[src/rtl/router_pkg.sv]
// Shared types and header helpers for the 1x3 router controller.
package router_pkg;

    typedef enum logic [2:0] {
        DECODE,
        WAIT_EMPTY,
        LOAD_FIRST,
        LOAD_DATA,
        FULL,
        LOAD_AFTER_FULL,
        CHECK,
        DROP
    } state_t;

    localparam logic [1:0] INVALID_ADDR = 2'b11;
    localparam int TIMEOUT_DEF = 30;

    localparam int HDR_LEN_MSB  = 7;
    localparam int HDR_LEN_LSB  = 2;
    localparam int HDR_ADDR_MSB = 1;
    localparam int HDR_ADDR_LSB = 0;

    function automatic logic [5:0] hdr_len(input logic [7:0] h);
        return h[HDR_LEN_MSB:HDR_LEN_LSB];
    endfunction

    function automatic logic [1:0] hdr_addr(input logic [7:0] h);
        return h[HDR_ADDR_MSB:HDR_ADDR_LSB];
    endfunction

endpackage

[src/rtl/router_softrst_timer.sv]
// Idle-timeout counter for one output FIFO; pulses when unread too long.
module router_softrst_timer #(
    parameter int TIMEOUT = 30
) (
    input  logic clk,
    input  logic reset,
    input  logic vld,
    input  logic rd,
    output logic soft_reset
);

    localparam int CW = $clog2(TIMEOUT + 1);

    logic [CW-1:0] cnt;
    logic          hit;

    // Pulse lands in the TIMEOUT-th consecutive unread valid cycle.
    assign hit = vld && !rd && (cnt == CW'(TIMEOUT - 1));
    assign soft_reset = hit;

    always_ff @(posedge clk) begin
        if (reset) begin
            cnt <= '0;
        end else if (!vld || rd || hit) begin
            cnt <= '0;
        end else begin
            cnt <= cnt + 1'b1;
        end
    end

endmodule

[src/rtl/router_ctrl.sv]
// Packet sequencer for the 1x3 router: header decode, FIFO writes,
// stall on occupied/full target, parity/length check, idle soft resets.
module router_ctrl
    import router_pkg::*;
#(
    parameter int DATA_WIDTH = 8,
    parameter int TIMEOUT    = TIMEOUT_DEF
) (
    input  logic                  clk,
    input  logic                  reset,
    input  logic                  pkt_valid,
    input  logic [DATA_WIDTH-1:0] data_in,
    input  logic [2:0]            fifo_full,
    input  logic [2:0]            fifo_empty,
    input  logic [2:0]            read_enb,
    output logic                  busy,
    output logic [2:0]            write_enb,
    output logic [DATA_WIDTH-1:0] fifo_din,
    output logic                  lfd_state,
    output logic [2:0]            vld_out,
    output logic [2:0]            soft_reset,
    output logic                  err
);

    state_t                state;
    logic [1:0]            tgt;
    logic [DATA_WIDTH-1:0] hdr;
    logic [DATA_WIDTH-1:0] par;
    logic [DATA_WIDTH-1:0] rx_par;
    logic [DATA_WIDTH-1:0] hold;
    logic                  hold_par;
    logic [5:0]            cnt;

    logic [3:0] full4;
    logic [3:0] empty4;
    logic [3:0] srst4;
    logic       tgt_full;
    logic       tgt_srst;
    logic       abort;
    logic       we;
    logic [1:0] in_addr;

    assign vld_out = ~fifo_empty;

    for (genvar i = 0; i < 3; i++) begin : g_tmr
        router_softrst_timer #(
            .TIMEOUT(TIMEOUT)
        ) u_tmr (
            .clk       (clk),
            .reset     (reset),
            .vld       (vld_out[i]),
            .rd        (read_enb[i]),
            .soft_reset(soft_reset[i])
        );
    end

    // Padded views so the invalid address never indexes out of range.
    assign full4    = {1'b0, fifo_full};
    assign empty4   = {1'b0, fifo_empty};
    assign srst4    = {1'b0, soft_reset};
    assign tgt_full = full4[tgt];
    assign tgt_srst = srst4[tgt];
    assign in_addr  = hdr_addr(data_in);

    assign abort = tgt_srst && (state != DECODE) && (state != DROP);

    assign busy = state inside {WAIT_EMPTY, LOAD_FIRST, FULL,
                                LOAD_AFTER_FULL, CHECK};

    assign err = (state == CHECK) && !tgt_srst &&
                 ((rx_par != par) || (cnt != hdr_len(hdr)));

    always_comb begin
        we        = 1'b0;
        fifo_din  = '0;
        lfd_state = 1'b0;
        if (!abort && !tgt_full) begin
            unique case (state)
                LOAD_FIRST: begin
                    we        = 1'b1;
                    fifo_din  = hdr;
                    lfd_state = 1'b1;
                end
                LOAD_DATA: begin
                    we       = 1'b1;
                    fifo_din = data_in;
                end
                LOAD_AFTER_FULL: begin
                    we       = 1'b1;
                    fifo_din = hold;
                end
                default: ;
            endcase
        end
    end

    assign write_enb = we ? (3'b001 << tgt) : 3'b000;

    always_ff @(posedge clk) begin
        if (reset) begin
            state    <= DECODE;
            tgt      <= '0;
            hdr      <= '0;
            par      <= '0;
            rx_par   <= '0;
            hold     <= '0;
            hold_par <= 1'b0;
            cnt      <= '0;
        end else if (abort) begin
            state <= pkt_valid ? DROP : DECODE;
        end else begin
            unique case (state)
                DECODE: begin
                    if (pkt_valid) begin
                        hdr      <= data_in;
                        par      <= data_in;
                        cnt      <= '0;
                        hold_par <= 1'b0;
                        tgt      <= in_addr;
                        if (in_addr == INVALID_ADDR) begin
                            state <= DROP;
                        end else if (empty4[in_addr]) begin
                            state <= LOAD_FIRST;
                        end else begin
                            state <= WAIT_EMPTY;
                        end
                    end
                end
                WAIT_EMPTY: begin
                    if (empty4[tgt]) state <= LOAD_FIRST;
                end
                LOAD_FIRST: begin
                    if (!tgt_full) state <= LOAD_DATA;
                end
                LOAD_DATA: begin
                    if (tgt_full) begin
                        hold     <= data_in;
                        hold_par <= !pkt_valid;
                        state    <= FULL;
                    end else if (pkt_valid) begin
                        par <= par ^ data_in;
                        cnt <= cnt + 1'b1;
                    end else begin
                        rx_par <= data_in;
                        state  <= CHECK;
                    end
                end
                FULL: begin
                    if (!tgt_full) state <= LOAD_AFTER_FULL;
                end
                LOAD_AFTER_FULL: begin
                    if (!tgt_full) begin
                        if (hold_par) begin
                            rx_par <= hold;
                            state  <= CHECK;
                        end else begin
                            par   <= par ^ hold;
                            cnt   <= cnt + 1'b1;
                            state <= LOAD_DATA;
                        end
                    end
                end
                CHECK: state <= DECODE;
                DROP: begin
                    if (!pkt_valid) state <= DECODE;
                end
                default: state <= DECODE;
            endcase
        end
    end

endmodule
[config.mk]
export PLATFORM = sky130hd
export DESIGN_NAME = router_ctrl
export DESIGN_NICKNAME = d
export VERILOG_FILES = /design/src/rtl/router_pkg.sv /design/src/rtl/router_softrst_timer.sv /design/src/rtl/router_ctrl.sv
export SDC_FILE = /design/constraint.sdc
export NUM_CORES = 1
export LEC_CHECK = 0
export CORE_UTILIZATION = 50
export DETAILED_ROUTE_END_ITERATION = 8
export PLACE_DENSITY = 0.72
export SYNTH_ARGS = -nofsm -noshare
export SYNTH_HDL_FRONTEND = slang
export SYNTH_SLANG_ARGS = --single-unit
[constraint.sdc]
create_clock -name clk -period 6.6 [get_ports clk]
set_input_delay 1.32 -clock clk [delete_from_list [all_inputs] [get_ports clk]]
set_output_delay 1.32 -clock clk [all_outputs]
set_load 0.005 [all_outputs]
==> results of run 1 <==
==> how the worst min path moves through the flow <==
stage | from | end | slack, ns
3_5_place_dp | g_tmr[1].u_tmr.cnt[0] | g_tmr[1].u_tmr.cnt[0] | 0.46
6_report | g_tmr[0].u_tmr.cnt[0] | g_tmr[0].u_tmr.cnt[0] | 0.47
3_3_place_gp | g_tmr[1].u_tmr.cnt[0] | g_tmr[1].u_tmr.cnt[0] | 0.44
4_1_cts | g_tmr[1].u_tmr.cnt[0] | g_tmr[1].u_tmr.cnt[0] | 0.48
2_1_floorplan | g_tmr[0].u_tmr.cnt[0] | g_tmr[0].u_tmr.cnt[0] | 0.43
5_1_grt | g_tmr[1].u_tmr.cnt[0] | g_tmr[1].u_tmr.cnt[0] | 0.51
==> metal layers <==
| layer | vias up | GRT usage |
|---|---|---|
| li1 | 1682 | - |
| met1 | 1653 | 0.379 |
| met2 | 182 | 0.415 |
| met3 | 20 | 0.0590 |
| met4 | 0 | 0.124 |
| met5 | - | 0 |
==> flip-flops by register name (all words and copies together), names as in the netlist <==
name             count
rx_par               8
cnt                  6
state                3
g_tmr.u_tmr.cnt     15
hold_par             1
par                  8
tgt                  1
hold                 8
hdr                  7
==> area by class of cell <==
cell class | count | area, sq um | area share
multi-input combinational | 346 | 2180 | 0.536
sequential | 57 | 1140 | 0.281
timing repair buffer | 43 | 420 | 0.103
clock buffer | 11 | 141 | 0.0348
tap | 96 | 120 | 0.0295
inverter | 9 | 33.8 | 0.00831
clock inverter | 5 | 31.3 | 0.00769
==> synth_stat cells (2+ instances only) <==
library cell,count,share of area
nand4_1,11,0.019
o21ai_0,18,0.025
o21a_1,2,0.0042
mux2i_1,8,0.023
a311oi_1,4,0.0099
xnor2_1,13,0.032
buf_2,7,0.0099
nand3_1,27,0.038
and2_1,4,0.0071
o31ai_1,16,0.034
a211oi_1,2,0.0042
xor2_1,10,0.025
nand2b_1,4,0.0071
inv_1,9,0.0095
a22o_1,6,0.015
o22ai_1,2,0.0035
mux2_2,8,0.025
nor2_1,42,0.044
nor2b_1,3,0.0053
nand3b_1,4,0.0085
buf_4,9,0.019
clkbuf_1,24,0.025
o211ai_1,2,0.0042
a31oi_1,8,0.014
and3_1,2,0.0035
nand2_1,33,0.035
dfxtp_1,57,0.32
nor4_1,8,0.014
and3b_1,2,0.0049
o31a_1,2,0.0049
ha_1,7,0.025
o311ai_0,2,0.0049
a21oi_1,50,0.071
o21ai_1,3,0.0042
nor3_1,18,0.025
or3_1,2,0.0035
==> power by group through the flow <==
stage / logic [uW] / registers, uW / clock network [uW]
after global placement: 449 / 471 / 0
after global routing: 512 / 474 / 307
after floorplan: 377 / 415 / 0
final: 467 / 467 / 291
after CTS: 457 / 464 / 295
after detailed placement: 455 / 471 / 0
==> cells by family after synthesis <==
logic type                 share of synthesized area
buffers and inverters                         0.0639
adders and majority gates                     0.0247
muxes                                         0.0544
AOI/OAI and AO/OA                              0.234
xor gates and xnor gates                      0.0568
DFF                                            0.322
and+or+nand+nor                                0.244
==> through the flow <==
step	cell area, sq um	total power [uW]	utilization	std cells	setup slack (ns)
6_report	4070	1220	0.595	567	1.51
5_1_grt	4070	1290	0.595	567	1.42
4_1_cts	4070	1220	0.595	567	1.53
3_5_place_dp	3890	926	0.570	551	1.53
3_3_place_gp	3890	920	0.570	551	1.61
2_1_floorplan	3540	792	-	452	2.65
==> impl_metrics.json, run 1 <==
{
  "worstSetupPathType": "in -> out",
  "intPower_uw": 731,
  "tns_ns": 0,
  "cp_data_arrival_time_ns": 3.77,
  "crit_path_end": "write_enb[0]",
  "worstRegToRegCells": 5,
  "vdd_ir_drop_max_mv": 0.167,
  "coreArea_sq_um": 6830,
  "vias_per_cell": 6.24,
  "routed_wl_um": 9840,
  "holdBufCountCts": 0,
  "grt_usage": 0.276,
  "tightest_slew_ns": 1.24,
  "crit_path_cell_trace": "clkdlybuf4s50_1 > or4b_4 > o22ai_4 > o21ai_2 > o211ai_1 > buf_4 > nor3_1 > clkdlybuf4s50_1",
  "ctsLongestPathBuffers": 2,
  "pwr-share-clk": 0.237,
  "clkTransAtPathRegs_ns": 0.06,
  "p_comb_frac": 0.381,
  "holdWs_ns": 0.472,
  "rsz0062_at_grt": "no",
  "route.detailed.drc": 0,
  "globalplace.congestion": 0.874,
  "path_depth": 8,
  "die_w_um": 86.2,
  "nFillCells": 619,
  "final_cell_mix": "dfxtp_1, a21oi_1, nor2_1",
  "worstPathRequired_ns": 5.28,
  "rows": 30,
  "clock_latency_ns": 0.34,
  "synthArstFlopShare": 0,
  "drt-met1-wl_um": 4490,
  "hold_violations": 0,
  "max-slew-margin-rel": 0.171,
  "synth_nets": 479,
  "min_path_type": "reg -> reg",
  "place_hpwl_um": 6620,
  "critPathLaunchType": "input port",
  "critical-path-top-delay-family": "buffers and inverters",
  "cp_max_fo": 9,
  "power_density_nw_per_um2": 301,
  "switching_share": 0.403,
  "grt_max_degree": 47,
  "start_util": 0.519,
  "root_buffer": "clkbuf_8",
  "synth_flop_cell": "dfxtp_1",
  "ant_nets": 0,
  "reg2reg_from": "state[0]",
  "critPathBufInv": 3,
  "period_share": 0.771,
  "antenna_found_initial": 0,
  "drv_cap": 0,
  "cp-end-kind": "output pin",
  "cts.repair.resized": 0,
  "synth_area_sq_um": 3540,
  "synth_seq_area_share": 0.322,
  "cts-buffers-inserted": 9,
  "area_delta_synth_final_pct": 14.8,
  "mostFrequentLayoutCell": "dfxtp_1",
  "grt_pass1_wl_um": 16200,
  "cts_tree": "built",
  "h-tree-depth": 3,
  "p_leak_uw": 0.00138,
  "final_max_slew_viol_count": 0,
  "seqPwrFrac": 0.381,
  "worstReg2RegEnd": "cnt[1]",
  "final.min_clock_period_ns": 5.09,
  "slowest_stage": "or4b_4",
  "setup_viol": 0,
  "skew_ns": 0.0162,
  "wl_per_cell_um": 17.3,
  "startpoint": "fifo_empty[1]",
  "route.met2.wl_um": 4330,
  "final_layout_size_suffix_gt1_frac": 0.0764,
  "drtPass1Iterations": 6,
  "dr_wl_met3_um": 792,
  "syn_inst": 452,
  "path_common_cell": "clkdlybuf4s50_1",
  "pin_count": 40,
  "overflow": 0,
  "n_antenna_cell": 0,
  "dr.first_iter.drc_count": 424,
  "yosys_warnings": 0,
  "nets": 493,
  "max_freq_mhz": 197,
  "yosys_register_bits": 57,
  "p_switching_uw": 493,
  "critPathMaxStageDelay_ns": 0.53,
  "post_cts_buffers": 0,
  "yosys.cell_types.count": 59,
  "r2r_slack_ns": 3.24,
  "holdPathStages": 1,
  "die_area_sq_um": 7430,
  "syn_area_per_cell_sq_um": 7.84,
  "die-height_um": 86.2,
  "via_count": 3537,
  "highest-signal-layer": "met4",
  "cts.sink_count": 57,
  "status": "complete, no violations",
  "grt_pass1_vias": 3264,
  "io_buffers": 39,
  "synth_enable_flop_cells": 0
}
Note: power is estimated with default switching activity, not from simulation.
==> run 2: changes to the inputs <==
==> constraint.sdc (replaced) <==
create_clock -name clk -period 4.79 [get_ports clk]
set_input_delay 0.958 -clock clk [delete_from_list [all_inputs] [get_ports clk]]
set_output_delay 0.958 -clock clk [all_outputs]
set_load 0.005 [all_outputs]
==> impl_metrics.json, run 2 (synthesis results as in run 1) <==
{
  "cts.sink_count": 57,
  "grt_pass1_wl_um": 16400,
  "cts_tree": "built",
  "final_cell_mix": "dfxtp_1, a21oi_1, nor2_1",
  "worstPathRequired_ns": 3.83,
  "via_count": 3570,
  "globalplace.congestion": 0.866,
  "total_power_uw": 1860,
  "rsz0062_at_grt": "no",
  "clkTransAtPathRegs_ns": 0.07,
  "cp_max_fo": 9,
  "path_common_cell": "clkdlybuf4s50_1",
  "min_path_type": "reg -> reg",
  "die_w_um": 86.2,
  "final_max_slew_viol_count": 0,
  "pin_count": 40,
  "io_buffers": 39,
  "overflow": 0,
  "hold_violations": 0,
  "final.min_clock_period_ns": 4.32,
  "crit_path_cell_trace": "clkdlybuf4s50_1 > or4b_4 > o22ai_4 > o21ai_2 > o211ai_1 > buf_4 > nor3_1 > clkdlybuf4s50_1",
  "n_antenna_cell": 0,
  "drv_cap": 0,
  "route.detailed.drc": 0,
  "critPathLaunchType": "input port",
  "vdd_ir_drop_max_mv": 0.199,
  "nets": 496,
  "grt_pass1_vias": 3252,
  "regMostFlops": "g_tmr.u_tmr.cnt",
  "place_hpwl_um": 6720,
  "ant_nets": 0,
  "h-tree-depth": 3,
  "design_area_sq_um": 4160,
  "routed_wl_um": 9960,
  "grt_usage": 0.282,
  "largest_register_ffs": 15,
  "coreArea_sq_um": 6830,
  "cp-end-kind": "output pin",
  "holdWs_ns": 0.471,
  "mostFrequentLayoutCell": "dfxtp_1",
  "status": "complete, no violations",
  "die_area_sq_um": 7430,
  "grt_max_degree": 33,
  "clock_latency_ns": 0.34,
  "post_cts_buffers": 0,
  "die-height_um": 86.2,
  "skew_ns": 0.0106,
  "p_leak_uw": 0.00143,
  "setup_viol": 0,
  "drtPass1Iterations": 5,
  "rows": 30,
  "cp_data_arrival_time_ns": 3.37,
  "max-slew-margin-rel": 0.169,
  "vias_per_cell": 6.26,
  "root_buffer": "clkbuf_8",
  "worstSetupPathType": "in -> out",
  "final_layout_size_suffix_gt1_frac": 0.0823,
  "critical-path-top-delay-family": "buffers and inverters",
  "cts-buffers-inserted": 9,
  "antenna_found_initial": 0,
  "period_share": 0.903,
  "slowest_stage": "or4b_4",
  "power_density_nw_per_um2": 446,
  "area_delta_synth_final_pct": 17.4,
  "start_util": 0.519,
  "holdBufCountCts": 0,
  "wl_per_cell_um": 17.5,
  "critPathMaxStageDelay_ns": 0.54,
  "placed_cell_area_sq_um": 3920,
  "r2r_slack_ns": 1.72,
  "tightest_slew_ns": 1.24,
  "max_freq_mhz": 231,
  "critPathBufInv": 3,
  "ctsLongestPathBuffers": 2,
  "dr.first_iter.drc_count": 390,
  "tns_ns": 0,
  "cts.repair.resized": 0
}
==> run 2: changes by cell type in the layout (fill, tap and decap cells not counted), sizes merged <==
cell    previous run  this run
buf                4         7
bufinv             0         3
clkinv             4         1
==> run 2: final cells by class <==
cell class                 count  area [sq um]
fill                         658          2670
tap                           96           120
sequential                    57          1140
inverter                       9          33.8
timing repair buffer          46           443
clock inverter                 5           103
multi-input combinational    346          2180
clock buffer                  11           141
==> run 2: worst paths after layout <==
check / start / to / cells past startpoint
hold / removal: g_tmr[0].u_tmr.cnt[0] / g_tmr[0].u_tmr.cnt[0] / 1
setup reg to reg: state[0] / cnt[0] / 5
hold reg to reg: g_tmr[0].u_tmr.cnt[0] / g_tmr[0].u_tmr.cnt[0] / 1
setup / recovery: fifo_empty[1] / write_enb[0] / 8
==> run 2: report_power, final <==
part,switching (uW),internal (uW)
combinational,376,282
sequential,103,528
clock,208,359
==> run 2: layer usage <==
layer / global-route usage / wire length, um / vias up
li1: - / - / 1688
met1: 0.401 / 4610 / 1655
met2: 0.424 / 4330 / 218
met3: 0.0648 / 929 / 9
met4: 0.0894 / 92 / 0
met5: 0 / 0 / -
==> run 2: metrics by stage <==
stage | cells | worst slack, ns | utilization
6_report | 570 | 0.466 | 0.609
5_1_grt | 570 | 0.352 | 0.609
4_1_cts | 570 | 0.473 | 0.609
3_5_place_dp | 554 | 0.474 | 0.573
3_3_place_gp | 554 | 0.512 | 0.573
2_1_floorplan | 452 | 1.56 | -
==> run 3: changes to the inputs <==
--- a/config.mk
+++ b/config.mk
@@ -5,9 +5,11 @@
 export SDC_FILE = /design/constraint.sdc
 export NUM_CORES = 1
 export LEC_CHECK = 0
+export ABC_AREA = 1
 export CORE_UTILIZATION = 50
+export CTS_CLUSTER_DIAMETER = 30
 export DETAILED_ROUTE_END_ITERATION = 8
-export PLACE_DENSITY = 0.72
+export PLACE_DENSITY = 0.73
 export SYNTH_ARGS = -nofsm -noshare
 export SYNTH_HDL_FRONTEND = slang
 export SYNTH_SLANG_ARGS = --single-unit
==> impl_metrics.json, run 3 <==
{
  "synth_area_leaders": "dfxtp_1, nand2_1, a21oi_1, nor2_1, inv_1",
  "die_w_um": 83.2,
  "holdBufCountCts": 0,
  "start_util": 0.519,
  "period_share": 0.855,
  "slowest_stage": "clkdlybuf4s50_1",
  "reg2reg_from": "state[2]",
  "syn_area_per_cell_sq_um": 6.77,
  "yosysTopAreaCellShare": 0.346,
  "synth_seq_area_share": 0.346,
  "placed_cells": 583,
  "min_path_type": "reg -> reg",
  "max_freq_mhz": 244,
  "synth_flop_cell": "dfxtp_1",
  "coreArea_sq_um": 6350,
  "post_cts_buffers": 0,
  "cts.sink_count": 57,
  "grt_pass1_vias": 2889,
  "antenna_found_initial": 0,
  "grt_pass1_wl_um": 13400,
  "h-tree-depth": 3,
  "cts_tree": "built",
  "regMostFlops": "g_tmr.u_tmr.cnt",
  "critPathBufInv": 3,
  "p_leak_uw": 0.00163,
  "busiest_layer": "met2",
  "area_delta_synth_final_pct": 15.9,
  "io_buffers": 39,
  "yosys_register_bits": 57,
  "rows": 29,
  "cp_max_fo": 11,
  "die-height_um": 83.2,
  "hold_violations": 0,
  "drv_cap": 0,
  "largest_register_ffs": 15,
  "die_area_sq_um": 6920,
  "drtPass1Iterations": 5,
  "synth_area_sq_um": 3300,
  "critPathMaxStageDelay_ns": 0.55,
  "yosys_warnings": 0,
  "routed_wl_um": 7940,
  "synth_common_cells": "nand2_1, nor2_1, inv_1",
  "nFillCells": 598,
  "startpoint": "fifo_empty[2]",
  "syn_inst": 487,
  "dr.first_iter.drc_count": 215,
  "final_cell_mix": "nand2_1, nor2_1, inv_1",
  "cp-end-kind": "output pin",
  "cp_data_arrival_time_ns": 3.14,
  "root_buffer": "clkbuf_8",
  "pin_count": 40,
  "mostFrequentLayoutCell": "nand2_1",
  "grt_usage": 0.238,
  "use_met3": 0.0477,
  "ctsLongestPathBuffers": 2,
  "cts.repair.resized": 0,
  "cts-buffers-inserted": 9,
  "instances_no_fill": 599,
  "final_layout_size_suffix_gt1_frac": 0.0805,
  "power_density_nw_per_um2": 491,
  "synth_most_common_cell": "nand2_1",
  "worstSetupPathType": "in -> out",
  "overflow": 0,
  "max-slew-margin-rel": 0.265,
  "worstPathRequired_ns": 3.83,
  "skew_ns": 0.0108,
  "route.detailed.drc": 0,
  "critical-path-top-delay-family": "buffers and inverters",
  "nets": 544,
  "synthArstFlopShare": 0,
  "vias_per_cell": 5.38,
  "n_antenna_cell": 0,
  "use_met2": 0.396,
  "tightest_slew_ns": 1.10,
  "via_count": 3221,
  "vdd_ir_drop_max_mv": 0.367,
  "ant_nets": 0,
  "status": "complete, no violations",
  "grt_util_met1": 0.309,
  "grt_max_degree": 42,
  "yosys.area.top_type": "dfxtp_1",
  "synth_nets": 514,
  "clock_latency_ns": 0.33,
  "clkTransAtPathRegs_ns": 0.05,
  "critPathLaunchType": "input port",
  "final_max_slew_viol_count": 0,
  "synth_enable_flop_cells": 0,
  "yosys.cell_types.count": 34,
  "crit_path_cell_trace": "clkdlybuf4s50_1 > nor2_1 > nand3_1 > nand2_1 > nand4_1 > buf_4 > nand2_2 > nor2_2 > nor2_2 > nor3_1 > clkdlybuf4s50_1",
  "tns_ns": 0,
  "setup_viol": 0,
  "place_hpwl_um": 5720,
  "min_from": "g_tmr[1].u_tmr.cnt[0]",
  "wl_per_cell_um": 13.3,
  "final.min_clock_period_ns": 4.10,
  "rsz0062_at_grt": "no",
  "globalplace.congestion": 0.883
}
-- run 3: cell types whose count changed after synthesis, moves of 7 or more --
cell and change:
o21ai_1 +8, o21ai_0 +23, nand2_1 +46, nor4_1 -7, nor3_1 -9, mux2_2 -8
nor2_1 +22, o31ai_1 -16, mux2i_1 -8, inv_1 +49, clkbuf_1 -19
-- run 3: cell type report --
class	instances	area, sq um	share of cell area
Multi-Input combinational cell	346	1770	0.464
Sequential cell	57	1140	0.299
Timing Repair Buffer	40	398	0.104
Inverter	63	239	0.0625
Clock buffer	13	159	0.0416
Tap cell	77	96.3	0.0252
Clock inverter	3	15.0	0.00393
-- run 3: worst paths after layout --
kind                      endpoint  slack [ns]  depth (start not counted)
min          g_tmr[1].u_tmr.cnt[0]        0.47                          1
max reg2reg                 par[2]        2.45                          9
min reg2reg  g_tmr[1].u_tmr.cnt[0]        0.47                          1
max                   write_enb[2]        0.69                         11
-- run 3: worst reg2reg max path, delay by kind of cell, from the launching register on --
family / cells / cell delay [ns]
DFF: 1 / 0.51
AOI/OAI and AO/OA: 2 / 0.27
buffers and inverters: 2 / 0.32
and+or+nand+nor: 5 / 1.14
-- run 3: logic make-up after synthesis --
kind of cell	after synthesis	share of synthesized area
AO/OA/AOI/OAI	118	0.187
XOR/XNOR	17	0.0452
adder cells (fa/ha/maj)	7	0.0266
buffers and inverters	84	0.116
flip-flops	57	0.346
AND/OR/NAND/NOR	204	0.279
-- run 3: per-stage QoR --
| stage | hold WS (ns) | total power, uW | utilization | instance area [sq um] | setup WS, ns |
|---|---|---|---|---|---|
| after floorplan | 0.433 | 1270 | - | 3300 | 1.91 |
| after global placement | 0.448 | 1450 | 0.574 | 3650 | 0.785 |
| after detailed placement | 0.458 | 1470 | 0.574 | 3650 | 0.699 |
| after CTS | 0.471 | 1880 | 0.602 | 3820 | 0.688 |
| after global routing | 0.502 | 2010 | 0.602 | 3820 | 0.448 |
| final | 0.467 | 1880 | 0.602 | 3820 | 0.693 |
-- run 3: metal layers --
layer,wire [um],vias up
met5,0,-
met1,3600,1480
met2,3770,99
met3,466,9
li1,-,1633
met4,110,0
-- run 3: report_power, final --
part | switching, uW | total, uW | internal [uW]
clock | 191 | 405 | 214
combinational | 526 | 828 | 301
sequential | 77.7 | 645 | 567
